File: config.mk
export PLATFORM = sky130hd
export DESIGN_NAME = rr_mux_select_flat
export DESIGN_NICKNAME = d
export VERILOG_FILES = /design/src/rtl/rr_mux_select_if.sv /design/src/rtl/rr_mux_select.sv /design/src/flat_wrapper.sv
export SDC_FILE = /design/constraint.sdc
export NUM_CORES = 1
export LEC_CHECK = 0
export ABC_AREA = 1
export CAP_MARGIN = 20
export CORE_UTILIZATION = 46
export CTS_CLUSTER_SIZE = 24
export DETAILED_ROUTE_END_ITERATION = 8
export PLACE_DENSITY_LB_ADDON = 0.2
export SYNTH_ARGS = -nofsm -noshare
export SYNTH_HDL_FRONTEND = slang
export SYNTH_SLANG_ARGS = --single-unit
File: constraint.sdc
create_clock -name clk -period 1.49 [get_ports clk]
set_input_delay 0.298 -clock clk [delete_from_list [all_inputs] [get_ports clk]]
set_output_delay 0.298 -clock clk [all_outputs]
set_load 0.02 [all_outputs]
File: src/rtl/rr_mux_select_if.sv
// -----------------------------------------------------------------------------
// rr_mux_select_if
// Bundle of the request/grant signals between the requesters and the
// round-robin select sequencer that drives the 4:1 mux select lines.
//   en    : arbitration enable (requester side -> sequencer)
//   req   : per-channel request, req[i] asks for mux input i
//   s1,s0 : registered mux select (sequencer -> mux)
//   gnt   : one-hot grant, zero when nothing is granted
//   busy  : sequencer is granting or in the inter-grant gap
// Modports:
//   master : requester / environment side
//   slave  : sequencer side
// -----------------------------------------------------------------------------
interface rr_mux_select_if;
  logic       en;
  logic [3:0] req;
  logic       s1;
  logic       s0;
  logic [3:0] gnt;
  logic       busy;

  modport master (
    output en,
    output req,
    input  s1,
    input  s0,
    input  gnt,
    input  busy
  );

  modport slave (
    input  en,
    input  req,
    output s1,
    output s0,
    output gnt,
    output busy
  );
endinterface

File: src/rtl/rr_mux_select.sv
// -----------------------------------------------------------------------------
// rr_mux_select
// Round-robin select sequencer sitting in front of a 4:1 mux. Grants one of
// four requesters at a time, holds the grant for at most MAX_HOLD cycles,
// and always inserts one idle (GAP) cycle between grants so the consumer
// sees a clean channel boundary. Every output is registered.
// Parameters:
//   MAX_HOLD : maximum consecutive grant cycles per channel (1..255)
// Ports:
//   clk   : rising-edge clock
//   rst_n : asynchronous active-low reset
//   bus   : rr_mux_select_if.slave (en, req in; s1, s0, gnt, busy out)
// -----------------------------------------------------------------------------
module rr_mux_select #(
  parameter int MAX_HOLD = 8
) (
  input  logic            clk,
  input  logic            rst_n,
  rr_mux_select_if.slave  bus
);

  localparam logic [7:0] HOLD_LIMIT = 8'(MAX_HOLD);

  typedef enum logic [1:0] {
    IDLE  = 2'd0,
    GRANT = 2'd1,
    GAP   = 2'd2
  } state_t;

  state_t     state_reg, state_next;
  logic [1:0] ptr_reg, ptr_next;
  logic [1:0] idx_reg, idx_next;
  logic [1:0] sel_reg, sel_next;
  logic [7:0] cnt_reg, cnt_next;
  logic [3:0] gnt_reg, gnt_next;
  logic       busy_reg, busy_next;

  logic [3:0] req_rot;
  logic [1:0] pick_off;
  logic [1:0] pick;
  logic       start_grant;
  logic       release_grant;

  // Rotate the request vector so that bit 0 is the channel at ptr; a fixed
  // priority search over the rotated vector then gives the round-robin pick.
  generate
    for (genvar gi = 0; gi < 4; gi++) begin : g_rot
      assign req_rot[gi] = bus.req[ptr_reg + 2'(gi)];
    end
  endgenerate

  always_comb begin
    pick_off = 2'd3;
    if (req_rot[0])      pick_off = 2'd0;
    else if (req_rot[1]) pick_off = 2'd1;
    else if (req_rot[2]) pick_off = 2'd2;
  end

  assign pick          = ptr_reg + pick_off;
  assign start_grant   = bus.en && (|bus.req);
  // Any of the three conditions ends the grant; coincident conditions still
  // produce a single release and a single pointer advance.
  assign release_grant = !bus.req[idx_reg] || (cnt_reg == HOLD_LIMIT) || !bus.en;

  // State register (and the registered datapath that follows it)
  always_ff @(posedge clk or negedge rst_n) begin
    if (!rst_n) begin
      state_reg <= IDLE;
      ptr_reg   <= 2'd0;
      idx_reg   <= 2'd0;
      sel_reg   <= 2'd0;
      cnt_reg   <= 8'd0;
      gnt_reg   <= 4'd0;
      busy_reg  <= 1'b0;
    end else begin
      state_reg <= state_next;
      ptr_reg   <= ptr_next;
      idx_reg   <= idx_next;
      sel_reg   <= sel_next;
      cnt_reg   <= cnt_next;
      gnt_reg   <= gnt_next;
      busy_reg  <= busy_next;
    end
  end

  // Next-state logic
  always_comb begin
    state_next = state_reg;
    unique case (state_reg)
      IDLE:    if (start_grant) state_next = GRANT;
      GRANT:   if (release_grant) state_next = GAP;
      GAP:     state_next = start_grant ? GRANT : IDLE;
      default: state_next = IDLE;
    endcase
  end

  // Output / datapath next values
  always_comb begin
    ptr_next = ptr_reg;
    idx_next = idx_reg;
    sel_next = sel_reg;
    cnt_next = cnt_reg;
    gnt_next = gnt_reg;
    unique case (state_reg)
      IDLE, GAP: begin
        gnt_next = 4'd0;
        if (start_grant) begin
          idx_next = pick;
          sel_next = pick;
          cnt_next = 8'd1;
          gnt_next = 4'b0001 << pick;
        end
      end
      GRANT: begin
        if (release_grant) begin
          gnt_next = 4'd0;
          ptr_next = idx_reg + 2'd1;
        end else begin
          cnt_next = cnt_reg + 8'd1;
        end
      end
      default: gnt_next = 4'd0;
    endcase
    // busy is registered alongside state so it equals (state != IDLE)
    busy_next = (state_next != IDLE);
  end

  assign bus.s1   = sel_reg[1];
  assign bus.s0   = sel_reg[0];
  assign bus.gnt  = gnt_reg;
  assign bus.busy = busy_reg;

endmodule

File: src/flat_wrapper.sv
// flat-port wrapper written by rule: the top's interface ports become plain ports
module rr_mux_select_flat 
#(
  parameter int MAX_HOLD = 8
)
  (clk, rst_n, bus_en, bus_req, bus_s1, bus_s0, bus_gnt, bus_busy);
  rr_mux_select_if bus_i ();
  input  logic clk;
  input  logic rst_n;
  input wire logic [$bits(bus_i.en)-1:0] bus_en;
  input wire logic [$bits(bus_i.req)-1:0] bus_req;
  output wire logic [$bits(bus_i.s1)-1:0] bus_s1;
  output wire logic [$bits(bus_i.s0)-1:0] bus_s0;
  output wire logic [$bits(bus_i.gnt)-1:0] bus_gnt;
  output wire logic [$bits(bus_i.busy)-1:0] bus_busy;
  assign bus_i.en = bus_en;
  assign bus_i.req = bus_req;
  assign bus_s1 = bus_i.s1;
  assign bus_s0 = bus_i.s0;
  assign bus_gnt = bus_i.gnt;
  assign bus_busy = bus_i.busy;
  rr_mux_select #(.MAX_HOLD(MAX_HOLD)) u_core (.clk(clk), .rst_n(rst_n), .bus(bus_i));
endmodule
# After elaboration in Yosys (flattened, before gate mapping)

Index checks and enable logic that the tools add are counted.
Widths: inputs -> output; s select.

$add $sub $neg: 5
Order comparisons: 4
Equality and inequality tests: 6
Shift operators: 1
Multiplexer cells: 21
Reduce and logical (&&, ||, !) cells: 13

Operators by type and width:

| cell                | count |
|---|---|
| $mux 8              | 2 |
| $pmux 8 s2          | 1 |
| $lt 2x3->1 const B  | 4 |
| $add 8x1->8 const B | 1 |
| $bmux 1 s2          | 4 |
| $eq 8x4->1 const B  | 1 |
| $mux 2              | 4 |
| $mux 4              | 2 |
| $pmux 4 s2          | 1 |
| $mux 1              | 6 |
| $pmux 2 s3          | 1 |
| $add 2x1->2 const B | 2 |
| $ne 2x1->1 const B  | 2 |
| $reduce_and 2->1    | 2 |
| $reduce_bool 2->1   | 2 |
| $reduce_or 4->1     | 1 |
| $shl 1x2->4 const A | 1 |
| $reduce_and 3->1    | 1 |
| $add 2x2->2         | 1 |
| $add 2x2->2 const B | 1 |
| $eq 2x1->1 const B  | 1 |
| $eq 2x2->1 const B  | 1 |
| $logic_not 1->1     | 2 |
| $logic_not 2->1     | 1 |
| other kinds (4)     | 5 |

Register bits after elaboration: 19
Input port bits: 7
Output and inout port bits: 7
Logic and storage cells: 56

# Logic depth before layout (Yosys ltp)

Depth in word-level cells: 10
Depth in mapped cells: 11
Mapped depth without buffers: 11

# Worst setup path after synthesis

No wires, ideal clock.

Path kind: register to register
Start point: register u_core.ptr_reg[0]
End point: register u_core.gnt_reg[3] (netlist: u_core.bus.gnt[3])
Library setup time: 0.065 ns
Data arrival time: 1.493 ns
Required time: 1.425 ns
Slack: -0.068 ns
Stages on the path, launching flop included: 10
Buffers on the path: 0
Clock period less this slack: 1.558 ns
Cell sequence: dfrtp_1 -> o21ai_1 -> nor2_1 -> nor2_1 -> o22ai_1 -> ha_1 -> inv_1 -> nor2_1 -> nand3_1 -> nand2_1

Cells in the longest elaborated chain, start to end: 10
Elaborated cells between the ends (all ways): 15
Classes of those cells: 3 x add/sub; 1 x shift; 11 x mux

RTL lines:

| item                         | RTL line             | source |
|---|---|---|
| from (decl)                  | rr_mux_select.sv:31  | `logic [1:0] ptr_reg, ptr_next;` |
| from (signal assigned)       | rr_mux_select.sv:77  | `ptr_reg <= ptr_next;` |
| $add 2x2->2                  | rr_mux_select.sv:48  | `assign req_rot[gi] = bus.req[ptr_reg + 2'(gi)];` |
| $bmux 1 s2                   | rr_mux_select.sv:48  |  |
| $mux 1 (not written as such) | rr_mux_select.sv:48  |  |
| $mux 1                       | rr_mux_select.sv:56  | `else if (req_rot[2]) pick_off = 2'd2;` |
| $mux 2                       | rr_mux_select.sv:55  | `else if (req_rot[1]) pick_off = 2'd1;` |
| $mux 2                       | rr_mux_select.sv:54  | `if (req_rot[0]) pick_off = 2'd0;` |
| $add 2x2->2 *                | rr_mux_select.sv:59  | `assign pick = ptr_reg + pick_off;` |
| named net u_core.pick[0]     | rr_mux_select.sv:40  | `logic [1:0] pick;` |
| $shl 1x2->4 *                | rr_mux_select.sv:111 | `gnt_next = 4'b0001 << pick;` |
| $mux 4 *                     | rr_mux_select.sv:107 | `if (start_grant) begin` |
| $pmux 4 s2 *                 | rr_mux_select.sv:104 | `unique case (state_reg)` |
| to (signal assigned)         | rr_mux_select.sv:81  | `gnt_reg <= gnt_next;` |
| to (decl)                    | rr_mux_select.sv:35  | `logic [3:0] gnt_reg, gnt_next;` |

Mark *: on every way through the listed nets, which the timed path passes. The rest lies on a longest branch. The select of a mux whose other input is x is not followed.
A chain may end at the register's enable or synchronous reset.

# Worst setup path after layout

Ends and elaborated chain as after synthesis.

==> flow_summary.yaml <==
critical_path:
  r2r_end: "u_core.bus.gnt[3]"
  cp-end-kind: "flip-flop"
  cp.required_ns: 1.73
  reg2reg_from: "u_core.ptr_reg[0]"
  r2r_slack_ns: -0.11
  crit_top_cell: "nor2_4"
  start_kind: "flip-flop"
  crit_fanout: 7
  crit_chain: "o21ai_4 > nor2_4 > nor2_2 > o22ai_4 > ha_4 > inv_2 > nor2_4 > nand3_2 > nand2_1"
  crit_path_start: "u_core.ptr_reg[0]"
  crit_end: "u_core.bus.gnt[3]"
  worstPathArrival_ns: 1.84
  crit_type: "flip-flop to flip-flop"
  critPathMaxStageDelay_ns: 0.49
  slowest_stage: "dfrtp_2"
  r2r_cells: 9
floorplan:
  die_x_um: 52.32
  num_io_pins: 14
  die_area_sq_um: 2737
  die_height_um: 52.32
  initial_core_util_pct: 50.71
  core-area_sq_um: 2297
  fp-row-count: 17
power_and_ir_drop:
  pwr-share-clk_pct: 9.4
  p_comb_share_pct: 59.2
  pwr-share-seq_pct: 31.4
  p_sw_uw: 1226
  power_density_nw_per_um2: 1726
  p_sw_share_pct: 45.27
  power_leakage_uw: 0.0008329
  p_int_uw: 1482
  ir_drop_v: 0.001218
min_path:
  holdCritPathClass: "primary input to asynchronous set/reset pin"
clock_network:
  insertion_delay_ns: 0.29
  cts_buffers: 3
  cts-root-buf: "clkbuf_4"
  cts_tree: "built"
  cts_hold_buffers: 0
  clockBufferDepth: 2
  cts_sinks: 19
  cts.reportedPaths.clkPinSlew_ns: 0.10
  htreeDepth: 1
layout:
  antenna_cells: 0
  largest_reg_flops: 8
  mostFrequentLayoutCells: "nand2_1 (51), buf_4 (20), dfrtp_1 (17), inv_1 (16), nand3_1 (13)"
  drive_gt1_share_pct: 28.50
  layout.nets: 204
  final_common_cell: "nand2_1"
  finalNonFillerCells: 221
  area_delta_synth_final_pct: 34.69
job:
  drv_cap: 0
synthesis:
  synth_ff_type: "dfrtp_1"
  synth.avg_cell_area_sq_um: 7.373
  synth_edf_count: 0
  syn_inst: 158
  syn_area_sq_um: 1165
  synth_nets: 168
  async_reset_ff_share_pct: 100.0
  synth-seq-area-share_pct: 40.82
  synth_top_area_share_pct: 40.82
  synth.distinct_cells: 26
  ys_ff_latch: 19
  yosysTopAreaCell: "dfrtp_1"
  synthTopCellsByArea: "dfrtp_1 (41%), nand2_1 (17%), nand3_1 (6.4%), inv_1 (6.1%), nor2_1 (4.8%)"
  ys_warn_count: 0
detailed_routing:
  wire_per_inst_um: 11.83
  initialDrtViolationCount: 19
  postRouteWirelength_um: 2615
  detail-route-antenna-nets: 0
  dr.pass1.iters: 4
  vias: 1092
  drc: 0
  viasPerCell: 4.941
sta:
  drv_slew: 0
  rsz0062_at_grt: "yes"
  worstMarginPinSlew_ns: 0.2601
  fin_crit_sh_pct: 107.2
  layout_setup_ws_ns: -0.1077
  clock_skew_ns: 0.007154
  min_period_ns: 1.598
  maxSlewHeadroom_pct: 82.66
  setup_viol: 5
  fmax_ghz: 0.6259
  hold_viol: 0
  whs_ns: 0.3305
  finalSetupTns_ns: -0.3666
global_routing:
  overflow: 0
  grt.total_usage_pct: 24.41
  grt_pass1_vias: 1155
  grt_pass1_wl_um: 4850
  antenna_found_initial: 0
  grt_max_degree: 20
placement:
  dp_cells: 216
  gp_congestion: 0.8295
  dp_hpwl_um: 1904
  io_buffers: 13
outcome:
  status: "finished with violations"
  violations: "setup timing"
final cells by class:
class / instances / area (sq um)
fillers: 208 / 728.2
flip-flops and latches: 19 / 478.0
inverters: 22 / 82.58
well taps: 28 / 35.03
multi-input cells: 115 / 676.9
repair buffers: 33 / 270.3
clock buffers: 4 / 26.28
cells by family (layout without fill, tap and decap cells):
| kind of cell | after synthesis | after routing | share of synthesized area (%) |
|---|---|---|---|
| buffers and inverters | 24 | 59 | 8.485 |
| XOR/XNOR | 5 | 5 | 3.759 |
| AO/OA/AOI/OAI | 10 | 10 | 5.049 |
| AND/OR/NAND/NOR | 97 | 97 | 38.67 |
| flip-flops | 19 | 19 | 40.82 |
| adder cells (fa/ha/maj) | 3 | 3 | 3.223 |
power groups by stage:
| stage | clock network, uW | logic (uW) | registers, uW |
|---|---|---|---|
| after floorplan | 0 | 740 | 931 |
| after global placement | 0 | 1360 | 831 |
| after detailed placement | 0 | 1400 | 840 |
| after CTS | 269 | 1550 | 835 |
| after global routing | 289 | 1790 | 877 |
| final | 254 | 1600 | 851 |
critical path, delay by kind of cell (launching register included):
family                   cells  cell delay (ns)
adder cells (fa/ha/maj)      1             0.29
AO/OA/AOI/OAI                2             0.28
AND/OR/NAND/NOR              5             0.45
flip-flops                   1             0.49
buffers and inverters        1             0.04
how the worst min path moves through the flow:
stage / start / end / slack [ns] / cells after the start
6_report: rst_n / u_core.bus.gnt[3] / 0.33 / 2
3_5_place_dp: u_core.bus.gnt[1] / u_core.bus.gnt[1] / 0.47 / 2
2_1_floorplan: rst_n / u_core.bus.busy / 0.002 / 0
4_1_cts: rst_n / u_core.bus.gnt[3] / 0.33 / 2
5_1_grt: rst_n / u_core.bus.gnt[1] / 0.35 / 2
3_3_place_gp: u_core.bus.gnt[0] / u_core.bus.gnt[0] / 0.47 / 2
synth_stat cells (2+ instances only):
cell,instances
dfrtp_1,19
ha_1,3
inv_1,19
inv_2,3
nand2_1,53
nand2_2,2
nand3_1,15
nand3_2,5
nor2_1,15
o21ai_1,5
xor2_1,4
metal layers:
layer  vias to the layer above  part of all wire [%]  track usage, %
li1                        566                     -               -
met1                       503                    47           31.09
met2                        21                    49           41.14
met3                         2                   3.4           5.507
met4                         0                  0.65           6.579
met5                         -                     0               0
metrics by stage:
step	power, uW	setup WS, ns	utilization [%]	area [sq um]
after floorplan	1671	0.008712	-	1174
after global placement	2188	-0.4147	63.78	1465
after detailed placement	2235	-0.4724	63.78	1465
after CTS	2651	-0.09170	67.05	1540
after global routing	2957	-0.1758	68.30	1569
final	2709	-0.1077	68.30	1569
timing repair:
| item | in CTS | in global routing |
|---|---|---|
| endpoints found under the setup margin | 13 | 15 |
| pin swaps | 9 | 7 |
| gates resized for setup | 25 | 7 |
| setup buffers | 1 | 0 |
Power figures use the tool's default switching activity.
